### config.mk
export PLATFORM = sky130hd
export DESIGN_NAME = wb_cache_ctrl
export DESIGN_NICKNAME = d
export VERILOG_FILES = /design/src/rtl/wb_cache_ctrl.sv
export SDC_FILE = /design/constraint.sdc
export NUM_CORES = 2
export LEC_CHECK = 0
export CAP_MARGIN = 10
export CORE_ASPECT_RATIO = 1.5
export CORE_MARGIN = 2
export CORE_UTILIZATION = 50
export DETAILED_ROUTE_END_ITERATION = 16
export DONT_BUFFER_PORTS = 1
export SLEW_MARGIN = 20
export SYNTH_ARGS = -nofsm -noshare
export SYNTH_HDL_FRONTEND = slang
export SYNTH_SLANG_ARGS = --single-unit
### constraint.sdc
create_clock -name clk -period 6.75 [get_ports clk]
set_input_delay 0.675 -clock clk [delete_from_list [all_inputs] [get_ports clk]]
set_output_delay 0.675 -clock clk [all_outputs]
set_load 0.01 [all_outputs]
### src/rtl/wb_cache_ctrl.sv
// wb_cache_ctrl: write-back, write-allocate cache controller with one-word lines,
// 1 or 2 ways (LRU replacement), byte-enabled stores, and a valid/ack memory port
// that tolerates any memory latency, including an ack in the first request cycle.
module wb_cache_ctrl #(
  parameter int ADDR_W     = 32,
  parameter int WORD_BYTES = 4,
  parameter int SETS       = 16,
  parameter int WAYS       = 2
) (
  input  logic                    clk,
  input  logic                    rst_b,
  input  logic                    req_valid,
  output logic                    req_ready,
  input  logic                    req_we,
  input  logic [WORD_BYTES-1:0]   req_be,
  input  logic [ADDR_W-1:0]       req_addr,
  input  logic [8*WORD_BYTES-1:0] req_wdata,
  output logic                    resp_valid,
  output logic [8*WORD_BYTES-1:0] resp_rdata,
  output logic                    mem_req,
  output logic                    mem_we,
  output logic [ADDR_W-1:0]       mem_addr,
  output logic [8*WORD_BYTES-1:0] mem_wdata,
  input  logic                    mem_ack,
  input  logic [8*WORD_BYTES-1:0] mem_rdata,
  output logic [31:0]             hit_cnt,
  output logic [31:0]             miss_cnt
);

  localparam int DATA_W = 8 * WORD_BYTES;
  localparam int OFF_W  = $clog2(WORD_BYTES);
  localparam int IDX_W  = $clog2(SETS);
  localparam int LINE_W = ADDR_W - OFF_W;
  localparam int TAG_W  = LINE_W - IDX_W;

  localparam logic [2:0] S_IDLE = 3'd0;
  localparam logic [2:0] S_TAG  = 3'd1;
  localparam logic [2:0] S_WB   = 3'd2;
  localparam logic [2:0] S_FILL = 3'd3;
  localparam logic [2:0] S_DONE = 3'd4;

  // Replace the enabled bytes of a line with the corresponding store bytes.
  function automatic logic [DATA_W-1:0] merge_bytes(input logic [DATA_W-1:0] old_w,
                                                    input logic [DATA_W-1:0] new_w,
                                                    input logic [WORD_BYTES-1:0] be);
    logic [DATA_W-1:0] m;
    m = old_w;
    for (int i = 0; i < WORD_BYTES; i++) begin
      if (be[i]) m[8*i +: 8] = new_w[8*i +: 8];
    end
    return m;
  endfunction

  // Statistics counters stick at all-ones instead of wrapping.
  function automatic logic [31:0] sat_inc(input logic [31:0] v);
    return (v == 32'hFFFF_FFFF) ? v : v + 32'd1;
  endfunction

  // Control state
  logic [2:0]      state_q;
  logic [SETS-1:0] valid_q [2];
  logic [SETS-1:0] dirty_q [2];
  logic [SETS-1:0] lru_q;
  logic            victim_q;
  logic [31:0]     hit_cnt_q;
  logic [31:0]     miss_cnt_q;

  // Datapath state (never reset)
  logic                  req_we_q;
  logic [WORD_BYTES-1:0] req_be_q;
  logic [LINE_W-1:0]     req_line_q;
  logic [DATA_W-1:0]     req_wdata_q;
  logic [TAG_W-1:0]      tag_q  [2][SETS];
  logic [DATA_W-1:0]     data_q [2][SETS];
  logic [DATA_W-1:0]     done_data_q;

  // Byte offset within the word does not affect a one-word line.
  logic unused_addr_bits;
  assign unused_addr_bits = ^req_addr[OFF_W-1:0];

  logic [IDX_W-1:0]  idx;
  logic [TAG_W-1:0]  req_tag;
  logic              hit0, hit1, hit, hit_way;
  logic              miss_victim, victim_dirty;
  logic [DATA_W-1:0] hit_data, store_merge, fill_data;

  assign idx     = req_line_q[IDX_W-1:0];
  assign req_tag = req_line_q[LINE_W-1:IDX_W];

  // Tag lookup, victim choice and merged data for the latched request.
  always_comb begin
    hit0 = valid_q[0][idx] && (tag_q[0][idx] == req_tag);
    hit1 = (WAYS == 2) && valid_q[1][idx] && (tag_q[1][idx] == req_tag);
    hit      = hit0 || hit1;
    hit_way  = hit1 && !hit0;
    hit_data = data_q[hit_way][idx];
    store_merge = merge_bytes(hit_data, req_wdata_q, req_be_q);
    if (!valid_q[0][idx]) begin
      miss_victim = 1'b0;
    end else if (WAYS == 2) begin
      miss_victim = valid_q[1][idx] ? lru_q[idx] : 1'b1;
    end else begin
      miss_victim = 1'b0;
    end
    victim_dirty = valid_q[miss_victim][idx] && dirty_q[miss_victim][idx];
    fill_data    = req_we_q ? merge_bytes(mem_rdata, req_wdata_q, req_be_q) : mem_rdata;
  end

  // Miss-handling FSM plus valid/dirty/LRU bookkeeping and statistics.
  always_ff @(posedge clk or negedge rst_b) begin
    if (!rst_b) begin
      state_q <= S_IDLE;
      for (int w = 0; w < 2; w++) begin
        valid_q[w] <= '0;
        dirty_q[w] <= '0;
      end
      lru_q      <= '0;
      victim_q   <= 1'b0;
      hit_cnt_q  <= '0;
      miss_cnt_q <= '0;
    end else begin
      case (state_q)
        S_IDLE: if (req_valid) state_q <= S_TAG;
        S_TAG: begin
          if (hit) begin
            if (req_we_q) dirty_q[hit_way][idx] <= 1'b1;
            lru_q[idx] <= ~hit_way;
            hit_cnt_q  <= sat_inc(hit_cnt_q);
            state_q    <= S_IDLE;
          end else begin
            victim_q   <= miss_victim;
            miss_cnt_q <= sat_inc(miss_cnt_q);
            state_q    <= victim_dirty ? S_WB : S_FILL;
          end
        end
        S_WB: if (mem_ack) state_q <= S_FILL;
        S_FILL: begin
          if (mem_ack) begin
            valid_q[victim_q][idx] <= 1'b1;
            dirty_q[victim_q][idx] <= req_we_q;
            lru_q[idx]             <= ~victim_q;
            state_q                <= S_DONE;
          end
        end
        S_DONE:  state_q <= S_IDLE;
        default: state_q <= S_IDLE;
      endcase
    end
  end

  // Request capture, store-hit merge and refill install into the data/tag arrays.
  always_ff @(posedge clk) begin
    if (state_q == S_IDLE && req_valid) begin
      req_we_q    <= req_we;
      req_be_q    <= req_be;
      req_line_q  <= req_addr[ADDR_W-1:OFF_W];
      req_wdata_q <= req_wdata;
    end
    if (state_q == S_TAG && hit && req_we_q) begin
      data_q[hit_way][idx] <= store_merge;
    end
    if (state_q == S_FILL && mem_ack) begin
      data_q[victim_q][idx] <= fill_data;
      tag_q[victim_q][idx]  <= req_tag;
      done_data_q           <= fill_data;
    end
  end

  // Outputs decode from state only, so reset forces them to idle values at once.
  always_comb begin
    req_ready  = (state_q == S_IDLE);
    resp_valid = 1'b0;
    resp_rdata = '0;
    mem_req    = 1'b0;
    mem_we     = 1'b0;
    mem_addr   = '0;
    mem_wdata  = '0;
    case (state_q)
      S_TAG: begin
        if (hit) begin
          resp_valid = 1'b1;
          resp_rdata = req_we_q ? store_merge : hit_data;
        end
      end
      S_WB: begin
        mem_req   = 1'b1;
        mem_we    = 1'b1;
        mem_addr  = {tag_q[victim_q][idx], idx, {OFF_W{1'b0}}};
        mem_wdata = data_q[victim_q][idx];
      end
      S_FILL: begin
        mem_req  = 1'b1;
        mem_addr = {req_tag, idx, {OFF_W{1'b0}}};
      end
      S_DONE: begin
        resp_valid = 1'b1;
        resp_rdata = done_data_q;
      end
      default: ;
    endcase
  end

  assign hit_cnt  = hit_cnt_q;
  assign miss_cnt = miss_cnt_q;

endmodule

==> results.yml <==
outcome:
  status: "completed"
critical_path:
  start_kind: "register"
  reg2regPathDepth: 15
  cp_slowest_stage_delay_ps: 680
  path_delay_family: "buffers and inverters"
  path_buf_inv: 4
  setup.worst_path.class: "register to output pin"
  critPathSlowestCell: "edfxtp_1"
  crit_top_cell: "buf_4"
  path_cells: "buf_4 -> buf_4 -> mux4_2 -> mux2i_1 -> o32a_1 -> nand4b_1 -> o22a_1 -> nor4_1 -> nand3_2 -> nor2_4 -> buf_12 -> buf_4 -> mux2i_1 -> or3_1 -> o211ai_1"
  cp.depth: 15
  end_kind: "output pin"
  worst-path-max-fanout: 27
  required_ps: 6070
  arrival_ps: 6000
die:
  die_x_um: 356
  fp-row-count: 193
  die_y_um: 532
  dieArea_um2: 189000
  core-area_um2: 184000
  start_util_pct: 50.3
  io-pin-count: 269
global_route:
  grt_max_degree: 204
  grt_pass1_vias: 51600
  track_usage_pct: 27.9
  antenna_found_initial: 10
  grt_overflow: 0
  grt_pass1_wl_um: 374000
drt:
  via_count: 50400
  wl_per_cell_um: 34.9
  drtPass1Iterations: 5
  viasPerCell: 6.63
  drc: 0
  totalWireLength_um: 265000
  antenna_left: 0
  drt_iter0_markers: 5771
hold_path:
  holdCritPathClass: "input port to register"
  min_path_cells: 3
pwr:
  combPwrFrac_pct: 21.6
  p_sw_share_pct: 28.2
  seqPwrFrac_pct: 45.4
  clkPwrFrac_pct: 33.0
  power.density_nw_per_um2: 337
  switchingPower_mw: 9.92
  p_int_mw: 25.3
  peakVddDrop_v: 0.000328
  leakage_nw: 33.8
clocking:
  worstSkewPairLatency_ps: 870
  cts_tree: "built"
  root_buffer: "clkbuf_16"
  cts_inserted_buffers: 205
  clock_path_buffers: 4
  h-tree-depth: 4
  cts_sinks: 2103
  clkSlewWorstSetupHoldPaths_ps: 60
cells_and_area:
  area_growth_syn_to_layout_pct: 12.6
  final-seq-area_um2: 62400
  fill_cells: 13800
  drive_above_1_share_pct: 29.5
  nNetsFinal: 5113
  multi_input_area_um2: 29200
  final_cells: 7610
synthesis:
  async_flop_share_pct: 7.04
  syn_inst: 4842
  synth_edf_count: 1955
  syn_avg_cell_area_um2: 19.2
  yosysSeqAreaShare_pct: 67.2
  synth_ff_type: "edfxtp_1"
  ys_types: 87
  synth_warnings: 0
  synth_seq_cells: 2103
  syn_area_um2: 92900
timing:
  maxSlewViolCount: 0
  fmax_ghz: 0.150
  worst_pin_slew_ps: 1100
  period_share_pct: 98.8
  period_minus_slack_ps: 6670
  slew_headroom_pct: 26.4
  hold_slack_ps: 50.8
  hold_violations: 0
  setup_violations: 0
  clock_skew_ps: 62.2
place:
  hpwl_um: 159000
  placed_cells: 7163
  gp_congestion: 0.936
  portBuffers: 0
run:
  cap_violations: 0
## path summary, 6_finish.rpt
check | startpoint | to | slack (ps)
worst max-delay path | req_line_q[1]$_DFFE_PP_ | resp_rdata[22] | 80
worst min-delay path | mem_ack | state_q[1]$_DFFE_PN0P_ | 50
worst max register to register | req_line_q[1]$_DFFE_PP_ | data_q[0][182]$_DFFE_PP_ | 900
worst min register to register | valid_q[13]$_DFFE_PN0P_ | valid_q[13]$_DFFE_PN0P_ | 460
max in group asynchronous | rst_b | victim_q$_DFFE_PN0P_ | 5510
min in group asynchronous | rst_b | miss_cnt[19]$_DFFE_PN0P_ | 430
## final cells by class
class	instances	area share, %
Clock buffer	257	5.27
Antenna cell	5	0.0120
Inverter	67	0.251
Multi-Input combinational cell	2351	27.9
Clock inverter	112	1.15
Sequential cell	2103	59.7
Timing Repair Buffer	278	2.79
Tap cell	2437	2.92
## layout by cell type (no fill, tap or decap), drive strengths merged, types with 7 or more instances in the layout
| cell | netlist | final |
|---|---|---|
| o211ai | 38 | 38 |
| nand4 | 16 | 16 |
| nor4 | 17 | 17 |
| clkinv | 3 | 83 |
| nor2b | 7 | 7 |
| or3 | 36 | 36 |
| bufinv | 0 | 25 |
| o22ai | 24 | 24 |
| xnor2 | 57 | 57 |
| and2 | 18 | 18 |
| a21oi | 156 | 156 |
| edfxtp | 1955 | 1955 |
| buf | 138 | 210 |
| a211oi | 19 | 19 |
| a21o | 36 | 36 |
| mux4 | 860 | 860 |
| nor2 | 175 | 175 |
| inv | 64 | 67 |
| mux2 | 28 | 28 |
| a22oi | 31 | 31 |
| or2 | 38 | 38 |
| o21ai | 97 | 97 |
| and3 | 16 | 16 |
| nand2 | 290 | 290 |
| o221ai | 7 | 7 |
| clkbuf | 184 | 257 |
| xor2 | 55 | 55 |
| dlygate4sd3 | 0 | 68 |
| dfrtp | 148 | 148 |
| mux2i | 135 | 135 |
| nand2b | 10 | 10 |
| nand3 | 41 | 41 |
| nor3 | 45 | 45 |
| a2bb2oi | 9 | 9 |
| a221oi | 10 | 10 |
## tightest hold or removal path, stage by stage
cell	delay (ps)
nand2_1	60
a21oi_1	60
nor2_1	70
## state kept, by name (all words and copies together) (netlist names)
register and count:
data_q 1024, tag_q 832, dirty_q 32, done_data_q 32, hit_cnt 32, miss_cnt 32, req_wdata_q 32, valid_q 32
req_line_q 30, lru_q 16, req_be_q 4, state_q 3, req_we_q 1, victim_q 1
## per-layer routing
layer  track usage, %  share of wire, %  routed length (um)  vias to the layer above
li1                 -                 -                   -                    20500
met1             36.0                37               98300                    26900
met2             47.4                51              135000                     2437
met3             4.43               7.7               20300                      599
met4             11.4               4.6               12300                       10
met5                0             0.023                  60                        -
## synthesized netlist by cell type (57+ instances only)
cell type  number  share of area, %
mux4_2        841                20
dfrtp_1       148               4.0
xnor2_1        57              0.54
inv_1          62              0.25
a21oi_1       155              0.84
buf_1          60              0.24
mux2i_1       134               1.4
nor2_1        174              0.70
clkbuf_1      184              0.74
edfxtp_1     1955                63
nand2_1       290               1.2
o21ai_0        95              0.51
## power groups by stage
stage / registers (mW) / logic [mW] / clock network [mW]
floorplan: 16.2 / 5.06 / 0
global placement: 16.2 / 7.48 / 0
detailed placement: 16.3 / 7.56 / 0
CTS: 16.0 / 7.62 / 11.8
global route: 16.0 / 8.09 / 12.3
finish: 16.0 / 7.61 / 11.6
## kinds of logic after synthesis
logic type,after synthesis,share of synthesized area [%]
compound gates,484,3.33
xor+xnor,112,1.06
fa+ha+maj,2,0.0269
buf+inv,389,1.98
flops,2103,67.2
mux,1023,22.7
other cells,1,0.00404
simple gates,728,3.68
## timing repair
action / 4_1_cts / 5_1_grt
buffers inserted: 0 / 2
hold endpoints to repair: 215 / 0
gates resized for setup: 0 / 1
setup endpoints to repair: 0 / 2
hold buffers: 69 / 0
## stage by stage
stage	setup WS, ps	total power, mW	utilization (%)	cell area, um^2	setup TNS, ps
after floorplan	1430	21.3	-	92900	0
after global placement	1050	23.7	52.6	97000	0
after detailed placement	995	23.8	52.6	97000	0
after CTS	123	35.4	56.6	104000	0
after global routing	-0.292	36.4	56.7	105000	-0.292
final	78.3	35.2	56.7	105000	0
(Power assumes the default switching activity.)
